[src/rtl/elevator_pkg.sv]
// ---------------------------------------------------------------------------
// elevator_pkg
// Shared types and constants for the elevator keypad scanner.
//   kp_state_t   : scanner FSM states (IDLE / DEBOUNCE / HELD)
//   KEY_*        : 4-bit key codes, laid out as {row[1:0], col[1:0]}
//   ROW_INIT     : row drive pattern after reset (row 0 driven low)
//   lowest_low() : index of the lowest active-low column in a sample
// ---------------------------------------------------------------------------
package elevator_pkg;

  typedef enum logic [1:0] {
    IDLE     = 2'd0,
    DEBOUNCE = 2'd1,
    HELD     = 2'd2
  } kp_state_t;

  localparam logic [3:0] KEY_CAB_F1     = 4'd0;
  localparam logic [3:0] KEY_CAB_F2     = 4'd1;
  localparam logic [3:0] KEY_CAB_F3     = 4'd2;
  localparam logic [3:0] KEY_CAB_F4     = 4'd3;
  localparam logic [3:0] KEY_HALL_F1    = 4'd4;
  localparam logic [3:0] KEY_HALL_F2    = 4'd5;
  localparam logic [3:0] KEY_HALL_F3    = 4'd6;
  localparam logic [3:0] KEY_HALL_F4    = 4'd7;
  localparam logic [3:0] KEY_DOOR_OPEN  = 4'd8;
  localparam logic [3:0] KEY_DOOR_CLOSE = 4'd9;
  localparam logic [3:0] KEY_STOP       = 4'd10;

  localparam logic [3:0] ROW_INIT = 4'b1110;

  // Lowest-numbered column that reads low; 0 when none is low.
  function automatic logic [1:0] lowest_low(input logic [3:0] cols_n);
    logic [1:0] idx;
    idx = 2'd0;
    for (int i = 3; i >= 0; i--) begin
      if (!cols_n[i]) idx = 2'(i);
    end
    return idx;
  endfunction

endpackage

[src/rtl/keypad_scan_tick.sv]
// ---------------------------------------------------------------------------
// keypad_scan_tick
// Free-running prescaler producing one scan tick every 2^SCAN_DIV_W cycles,
// and the one-cold row drive that advances on every tick.
//   i_clk, i_rst : clock, synchronous active-high reset
//   o_tick       : high for one cycle when the prescaler is all-ones
//   o_row_idx    : index of the row currently driven (sampled on the tick)
//   o_row_n      : active-low one-cold row drive
// ---------------------------------------------------------------------------
module keypad_scan_tick
  import elevator_pkg::*;
#(
  parameter int SCAN_DIV_W = 18
) (
  input  logic       i_clk,
  input  logic       i_rst,
  output logic       o_tick,
  output logic [1:0] o_row_idx,
  output logic [3:0] o_row_n
);

  logic [SCAN_DIV_W-1:0] r_presc;
  logic [1:0]            r_row_idx;
  logic [3:0]            r_row_n;
  logic                  w_tick;

  assign w_tick = &r_presc;

  always_ff @(posedge i_clk) begin
    if (i_rst) begin
      r_presc   <= '0;
      r_row_idx <= 2'd0;
      r_row_n   <= ROW_INIT;
    end else begin
      r_presc <= r_presc + 1'b1;
      // The tick samples the row driven now; the rotation takes effect after.
      if (w_tick) begin
        r_row_idx <= r_row_idx + 2'd1;
        r_row_n   <= {r_row_n[2:0], r_row_n[3]};
      end
    end
  end

  assign o_tick    = w_tick;
  assign o_row_idx = r_row_idx;
  assign o_row_n   = r_row_n;

endmodule

[src/rtl/elevator_keypad_scanner.sv]
// ---------------------------------------------------------------------------
// elevator_keypad_scanner
// Scans a 4x4 active-low button matrix, debounces one key at a time, emits a
// key event with its code and keeps latched floor-request / stop state.
//   clk, rst     : clock, synchronous active-high reset
//   col_n        : column returns (active-low, asynchronous)
//   floor_clear  : per-floor clear pulses from the elevator controller
//   row_n        : one-cold active-low row drive
//   key_valid    : one-cycle pulse per accepted key event
//   key_code     : {row, col} of the last event
//   key_held     : accepted key still pressed
//   floor_req    : latched floor requests
//   stop_latch   : emergency stop state
// Optional build macro KEYPAD_AUTOREPEAT_EN: re-pulse key_valid every
// REPEAT_SWEEPS sweeps while the accepted key stays pressed.
// ---------------------------------------------------------------------------
module elevator_keypad_scanner
  import elevator_pkg::*;
#(
  parameter int SCAN_DIV_W     = 18,
  parameter int DEBOUNCE_SCANS = 3,
  parameter int REPEAT_SWEEPS  = 8
) (
  input  logic       clk,
  input  logic       rst,
  input  logic [3:0] col_n,
  input  logic [3:0] floor_clear,
  output logic [3:0] row_n,
  output logic       key_valid,
  output logic [3:0] key_code,
  output logic       key_held,
  output logic [3:0] floor_req,
  output logic       stop_latch
);

  localparam logic [3:0] DS = 4'(DEBOUNCE_SCANS);

  logic [3:0] r_sync1, r_sync2;
  logic       w_tick;
  logic [1:0] w_row_idx;
  logic [3:0] w_row_n;

  kp_state_t  r_state, w_state_nx;
  logic [3:0] r_cand, r_count, r_key_code, r_floor_req;
  logic       r_key_valid, r_key_held, r_stop;

  logic       w_any_low, w_cand_row, w_cand_low, w_count_hit;
  logic [1:0] w_low_idx;
  logic [3:0] w_count_inc, w_fire_code, w_floor_set;
  logic       w_fire, w_release, w_rep, w_is_rep, w_stop_toggle;

  keypad_scan_tick #(.SCAN_DIV_W(SCAN_DIV_W)) u_tick (
    .i_clk    (clk),
    .i_rst    (rst),
    .o_tick   (w_tick),
    .o_row_idx(w_row_idx),
    .o_row_n  (w_row_n)
  );

  always_ff @(posedge clk) begin
    if (rst) begin
      r_sync1 <= 4'b1111;
      r_sync2 <= 4'b1111;
    end else begin
      r_sync1 <= col_n;
      r_sync2 <= r_sync1;
    end
  end

  assign w_any_low   = ~&r_sync2;
  assign w_low_idx   = lowest_low(r_sync2);
  // Only ticks that sample the candidate's row advance DEBOUNCE / HELD.
  assign w_cand_row  = w_tick && (w_row_idx == r_cand[3:2]);
  assign w_cand_low  = ~r_sync2[r_cand[1:0]];
  assign w_count_inc = r_count + 4'd1;
  assign w_count_hit = (w_count_inc == DS);

  // State register
  always_ff @(posedge clk) begin
    if (rst) r_state <= IDLE;
    else     r_state <= w_state_nx;
  end

  // Next-state logic
  always_comb begin
    w_state_nx = r_state;
    case (r_state)
      IDLE:     if (w_tick && w_any_low) w_state_nx = (DS == 4'd1) ? HELD : DEBOUNCE;
      DEBOUNCE: if (w_cand_row) begin
                  if (!w_cand_low)      w_state_nx = IDLE;
                  else if (w_count_hit) w_state_nx = HELD;
                end
      HELD:     if (w_release) w_state_nx = IDLE;
      default:  w_state_nx = IDLE;
    endcase
  end

  // FSM outputs: accept / release strobes
  always_comb begin
    w_fire      = 1'b0;
    w_release   = 1'b0;
    w_fire_code = r_cand;
    case (r_state)
      IDLE: if (w_tick && w_any_low && DS == 4'd1) begin
              w_fire      = 1'b1;
              w_fire_code = {w_row_idx, w_low_idx};
            end
      DEBOUNCE: w_fire    = w_cand_row && w_cand_low && w_count_hit;
      HELD:     w_release = w_cand_row && !w_cand_low && w_count_hit;
      default: ;
    endcase
  end

`ifdef KEYPAD_AUTOREPEAT_EN
  localparam int REP_W = $clog2(REPEAT_SWEEPS + 1);
  logic [REP_W-1:0] r_rep_cnt;
  logic             r_is_rep;
  logic             w_held_low;

  assign w_held_low = (r_state == HELD) && w_cand_row && w_cand_low;
  assign w_rep      = w_held_low && ((r_rep_cnt + 1'b1) == REP_W'(REPEAT_SWEEPS));
  assign w_is_rep   = r_is_rep;

  always_ff @(posedge clk) begin
    if (rst) begin
      r_rep_cnt <= '0;
      r_is_rep  <= 1'b0;
    end else begin
      r_is_rep <= w_rep;
      if (w_fire)          r_rep_cnt <= '0;
      else if (w_held_low) r_rep_cnt <= w_rep ? '0 : r_rep_cnt + 1'b1;
    end
  end
`else
  // Repeat disabled: the comparison folds to a constant zero.
  assign w_rep    = (REPEAT_SWEEPS < 0);
  assign w_is_rep = 1'b0;
`endif

  // Actions act on the registered event, i.e. the cycle key_valid is high.
  assign w_floor_set   = (r_key_valid && !r_key_code[3]) ? (4'b0001 << r_key_code[1:0]) : 4'b0000;
  assign w_stop_toggle = r_key_valid && (r_key_code == KEY_STOP) && !w_is_rep;

  always_ff @(posedge clk) begin
    if (rst) begin
      r_cand      <= 4'd0;
      r_count     <= 4'd0;
      r_key_valid <= 1'b0;
      r_key_code  <= 4'd0;
      r_key_held  <= 1'b0;
      r_floor_req <= 4'd0;
      r_stop      <= 1'b0;
    end else begin
      r_key_valid <= w_fire | w_rep;
      if (w_fire) begin
        r_key_code <= w_fire_code;
        r_key_held <= 1'b1;
      end else if (w_release) begin
        r_key_held <= 1'b0;
      end
      case (r_state)
        IDLE: if (w_tick && w_any_low) begin
                r_cand  <= {w_row_idx, w_low_idx};
                r_count <= (DS == 4'd1) ? 4'd0 : 4'd1;
              end
        DEBOUNCE: if (w_cand_row) r_count <= (!w_cand_low || w_count_hit) ? 4'd0 : w_count_inc;
        HELD:     if (w_cand_row) r_count <= (w_cand_low || w_count_hit) ? 4'd0 : w_count_inc;
        default:  r_count <= 4'd0;
      endcase
      // Set has priority over a coincident clear.
      r_floor_req <= (r_floor_req & ~floor_clear) | w_floor_set;
      if (w_stop_toggle) r_stop <= ~r_stop;
    end
  end

  assign row_n      = w_row_n;
  assign key_valid  = r_key_valid;
  assign key_code   = r_key_code;
  assign key_held   = r_key_held;
  assign floor_req  = r_floor_req;
  assign stop_latch = r_stop;

endmodule

[config.mk]
export PLATFORM = sky130hd
export DESIGN_NAME = elevator_keypad_scanner
export DESIGN_NICKNAME = d
export VERILOG_FILES = /design/src/rtl/elevator_pkg.sv /design/src/rtl/keypad_scan_tick.sv /design/src/rtl/elevator_keypad_scanner.sv
export SDC_FILE = /design/constraint.sdc
export NUM_CORES = 1
export LEC_CHECK = 0
export CAP_MARGIN = 20
export CORE_UTILIZATION = 49
export DETAILED_ROUTE_END_ITERATION = 8
export PLACE_DENSITY = 0.71
export SLEW_MARGIN = 20
export SYNTH_ARGS = -nofsm -noshare
export SYNTH_HDL_FRONTEND = slang
export SYNTH_HIERARCHICAL = 1
export SYNTH_SLANG_ARGS = --single-unit
[constraint.sdc]
create_clock -name clk -period 8 [get_ports clk]
set_clock_uncertainty 0.15 [all_clocks]
set_input_delay 2 -clock clk [delete_from_list [all_inputs] [get_ports clk]]
set_output_delay 2 -clock clk [all_outputs]
set_load 0.02 [all_outputs]
==> results.sh <==
export IMPL_tritoncts_num_buffers=5
export IMPL_overflow=0
export IMPL_peakVddDrop_mv=0.157
export IMPL_yosysWarnings=6
export IMPL_first_pass_iters=6
export IMPL_synth_top_area_cell="dfxtp_1"
export IMPL_period_minus_slack_ns=3.55
export IMPL_min_period_over_period_pct=44.3
export IMPL_rsz0062_at_grt="no"
export IMPL_layout_setup_ws_ns=4.45
export IMPL_synth_top_area_share_pct=45.1
export IMPL_drt_iter0_drc=65
export IMPL_start_kind="flop"
export IMPL_synth_seq_area_share_pct=45.1
export IMPL_cts_repair_resized=0
export IMPL_slew_headroom_pct=39.8
export IMPL_hpwl_um=2890
export IMPL_hold_violations=0
export IMPL_antenna_cells=0
export IMPL_postCtsSetupRepairBufs=0
export IMPL_ys_top_cells_by_count="dfxtp_1, nor2_1, a21oi_1"
export IMPL_postSynthCellCount=265
export IMPL_initial_core_util_pct=52.6
export IMPL_place_ws_ns=4.70
export IMPL_drt_met1_wl_um=2060
export IMPL_drcViolationCount=4
export IMPL_top_layer_used="met4"
export IMPL_path_clk_slew_ns=0.09
export IMPL_die_h_um=71.3
export IMPL_vias=1889
export IMPL_max_freq_mhz=282
export IMPL_critPathKind="reg2out"
export IMPL_htreeDepth=2
export IMPL_antenna_found_initial=0
export IMPL_worstPathArrival_ns=1.40
export IMPL_wirelength_um=4200
export IMPL_worst_skew_pair_late_latency_ns=0.31
export IMPL_finalSetupTns_ns=0
export IMPL_drive_above_1_share_pct=9.62
export IMPL_grt_start_max_net_pins=58
export IMPL_fin_util_pct=60.7
export IMPL_ys_ff_latch=53
export IMPL_ys_top_cells_by_area="dfxtp_1, nor2_1, a21oi_1, mux2i_1, xnor2_1"
export IMPL_ctsLongestPathBuffers=2
export IMPL_avgSynthCellArea_sq_um=8.88
export IMPL_syn_nets=278
export IMPL_grtUsageTotal_pct=18.0
export IMPL_die_area_sq_um=5080
export IMPL_end_kind="primary output"
export IMPL_cts_tree="done"
export IMPL_setup_viol=0
export IMPL_crit_fanout=7
export IMPL_wl_met3_um=153
export IMPL_p_per_area_nw_per_um2=160
export IMPL_grt_pass1_vias=1779
export IMPL_root_buffer="clkbuf_8"
export IMPL_synthFlopType="dfxtp_1"
export IMPL_ys_types=46
export IMPL_path_buf_inv=1
export IMPL_io_buffers=24
export IMPL_status="finished, violations left"
export IMPL_ys_async_sr_fraction_pct=0
export IMPL_worstHoldPathType="reg2reg"
export IMPL_ant_nets=0
export IMPL_crit_chain="clkdlybuf4s50_1"
export IMPL_hold_buffers=0
export IMPL_worst_path_max_delay_cell="clkdlybuf4s50_1"
export IMPL_drv_slew=0
export IMPL_crit_family="buffers and inverters"
export IMPL_globalplace_congestion=0.788
export IMPL_yosysMostFrequentCell="dfxtp_1"
export IMPL_clock_sinks=53
export IMPL_final_nets=303
export IMPL_required_ns=5.85
export IMPL_synthToLayoutAreaGrowth_pct=15.5
export IMPL_drv_cap=0
export IMPL_p_leak_uw=0.000973
export IMPL_core_region_area_sq_um=4470
export IMPL_die_w_um=71.3
export IMPL_avgViaCountPerCell=5.51
export IMPL_met2_wirelength_um=1920
export IMPL_grt_pass1_wl_um=7220
export IMPL_synth_edff_count=0
export IMPL_worst_pin_slew_ns=0.903
export IMPL_cpPeakStageDelay_ns=0.64
export IMPL_ios=25
export IMPL_synth_cell_area_sq_um=2350
export IMPL_fp_row_count=24
export IMPL_violations="DRC"
export IMPL_wl_per_cell_um=12.3
## placed cells by master, fill, tap and decap left out, types with 3 or more instances in the layout
master,n
dfxtp_1,53
nor2_1,32
clkdlybuf4s50_1,23
a21oi_1,18
nand2_1,17
o21ai_0,13
nand3_1,12
inv_1,11
or2_2,9
nand4_1,8
nor3_1,8
xnor2_1,8
mux2i_1,7
xor2_1,6
or4_1,5
nor2b_1,5
clkbuf_8,5
nand2b_1,4
nor4_1,4
a211oi_1,3
o31ai_1,3
ha_1,3
nand4_2,3
## worst register-to-register path, stage by stage (launching register included)
cell,delay (ns)
dfxtp_1,0.38
ha_1,0.25
nand4_2,0.22
or3_4,0.45
nor2_1,0.33
a41oi_1,0.28
a22o_1,0.32
or4b_1,0.47
a21oi_1,0.14
## final timing paths
path | from | to | slack (ns) | depth (start not counted)
max | key_code[0] | key_code[0] | 4.45 | 1
min | r_sync1[2] | r_sync2[2] | 0.26 | 1
max reg2reg | u_tick/r_presc[0] | r_count[2] | 4.93 | 8
min reg2reg | r_sync1[2] | r_sync2[2] | 0.26 | 1
## power by group
part	total [uW]	switching, uW	internal (uW)
registers	270	2.51	267
logic	16.7	8.35	8.33
clock network	149	87.0	61.8
total	435	97.9	337
## metal layers
| metal | global-route usage [%] | up-vias |
|---|---|---|
| met3 | 4.36 | 7 |
| met4 | 8.67 | 0 |
| met2 | 31.5 | 32 |
| li1 | - | 990 |
| met5 | 0 | - |
| met1 | 20.6 | 860 |
## final cells by class
class | instances | area, sq um
Fill cell | 409 | 1760
Tap cell | 52 | 65.1
Sequential cell | 53 | 1060
Multi-Input combinational cell | 195 | 1230
Clock buffer | 6 | 72.6
Clock inverter | 2 | 15.0
Timing Repair Buffer | 24 | 235
Inverter | 11 | 41.3
## stage by stage
step | total power, uW | instance area, sq um | hold slack, ns | cells
5_1_grt | 454 | 2720 | 0.286 | 343
3_5_place_dp | 293 | 2630 | 0.243 | 335
3_3_place_gp | 292 | 2630 | 0.240 | 335
4_1_cts | 441 | 2720 | 0.266 | 343
2_1_floorplan | 286 | 2350 | 0.239 | 265
6_report | 435 | 2720 | 0.265 | 343
## sequential cells by signal, summed over array words and instances (netlist names)
signal	count
key_valid	1
r_cand	4
r_count	4
u_tick/o_row_idx	2
r_sync2	4
r_state	2
u_tick/r_presc	18
stop_latch	1
floor_req	4
r_sync1	4
u_tick/o_row_n	4
key_held	1
key_code	4
## kinds of logic (layout without fill, tap and decap cells)
logic type	count (synthesis)	after routing	share of synthesized area [%]
simple gates	121	121	28.4
flops	53	53	45.1
compound gates	47	47	11.7
buf+inv	17	43	2.71
xor+xnor	16	16	6.60
mux	8	8	3.94
fa+ha+maj	3	3	1.60
Note: power is estimated with default switching activity, not from simulation.
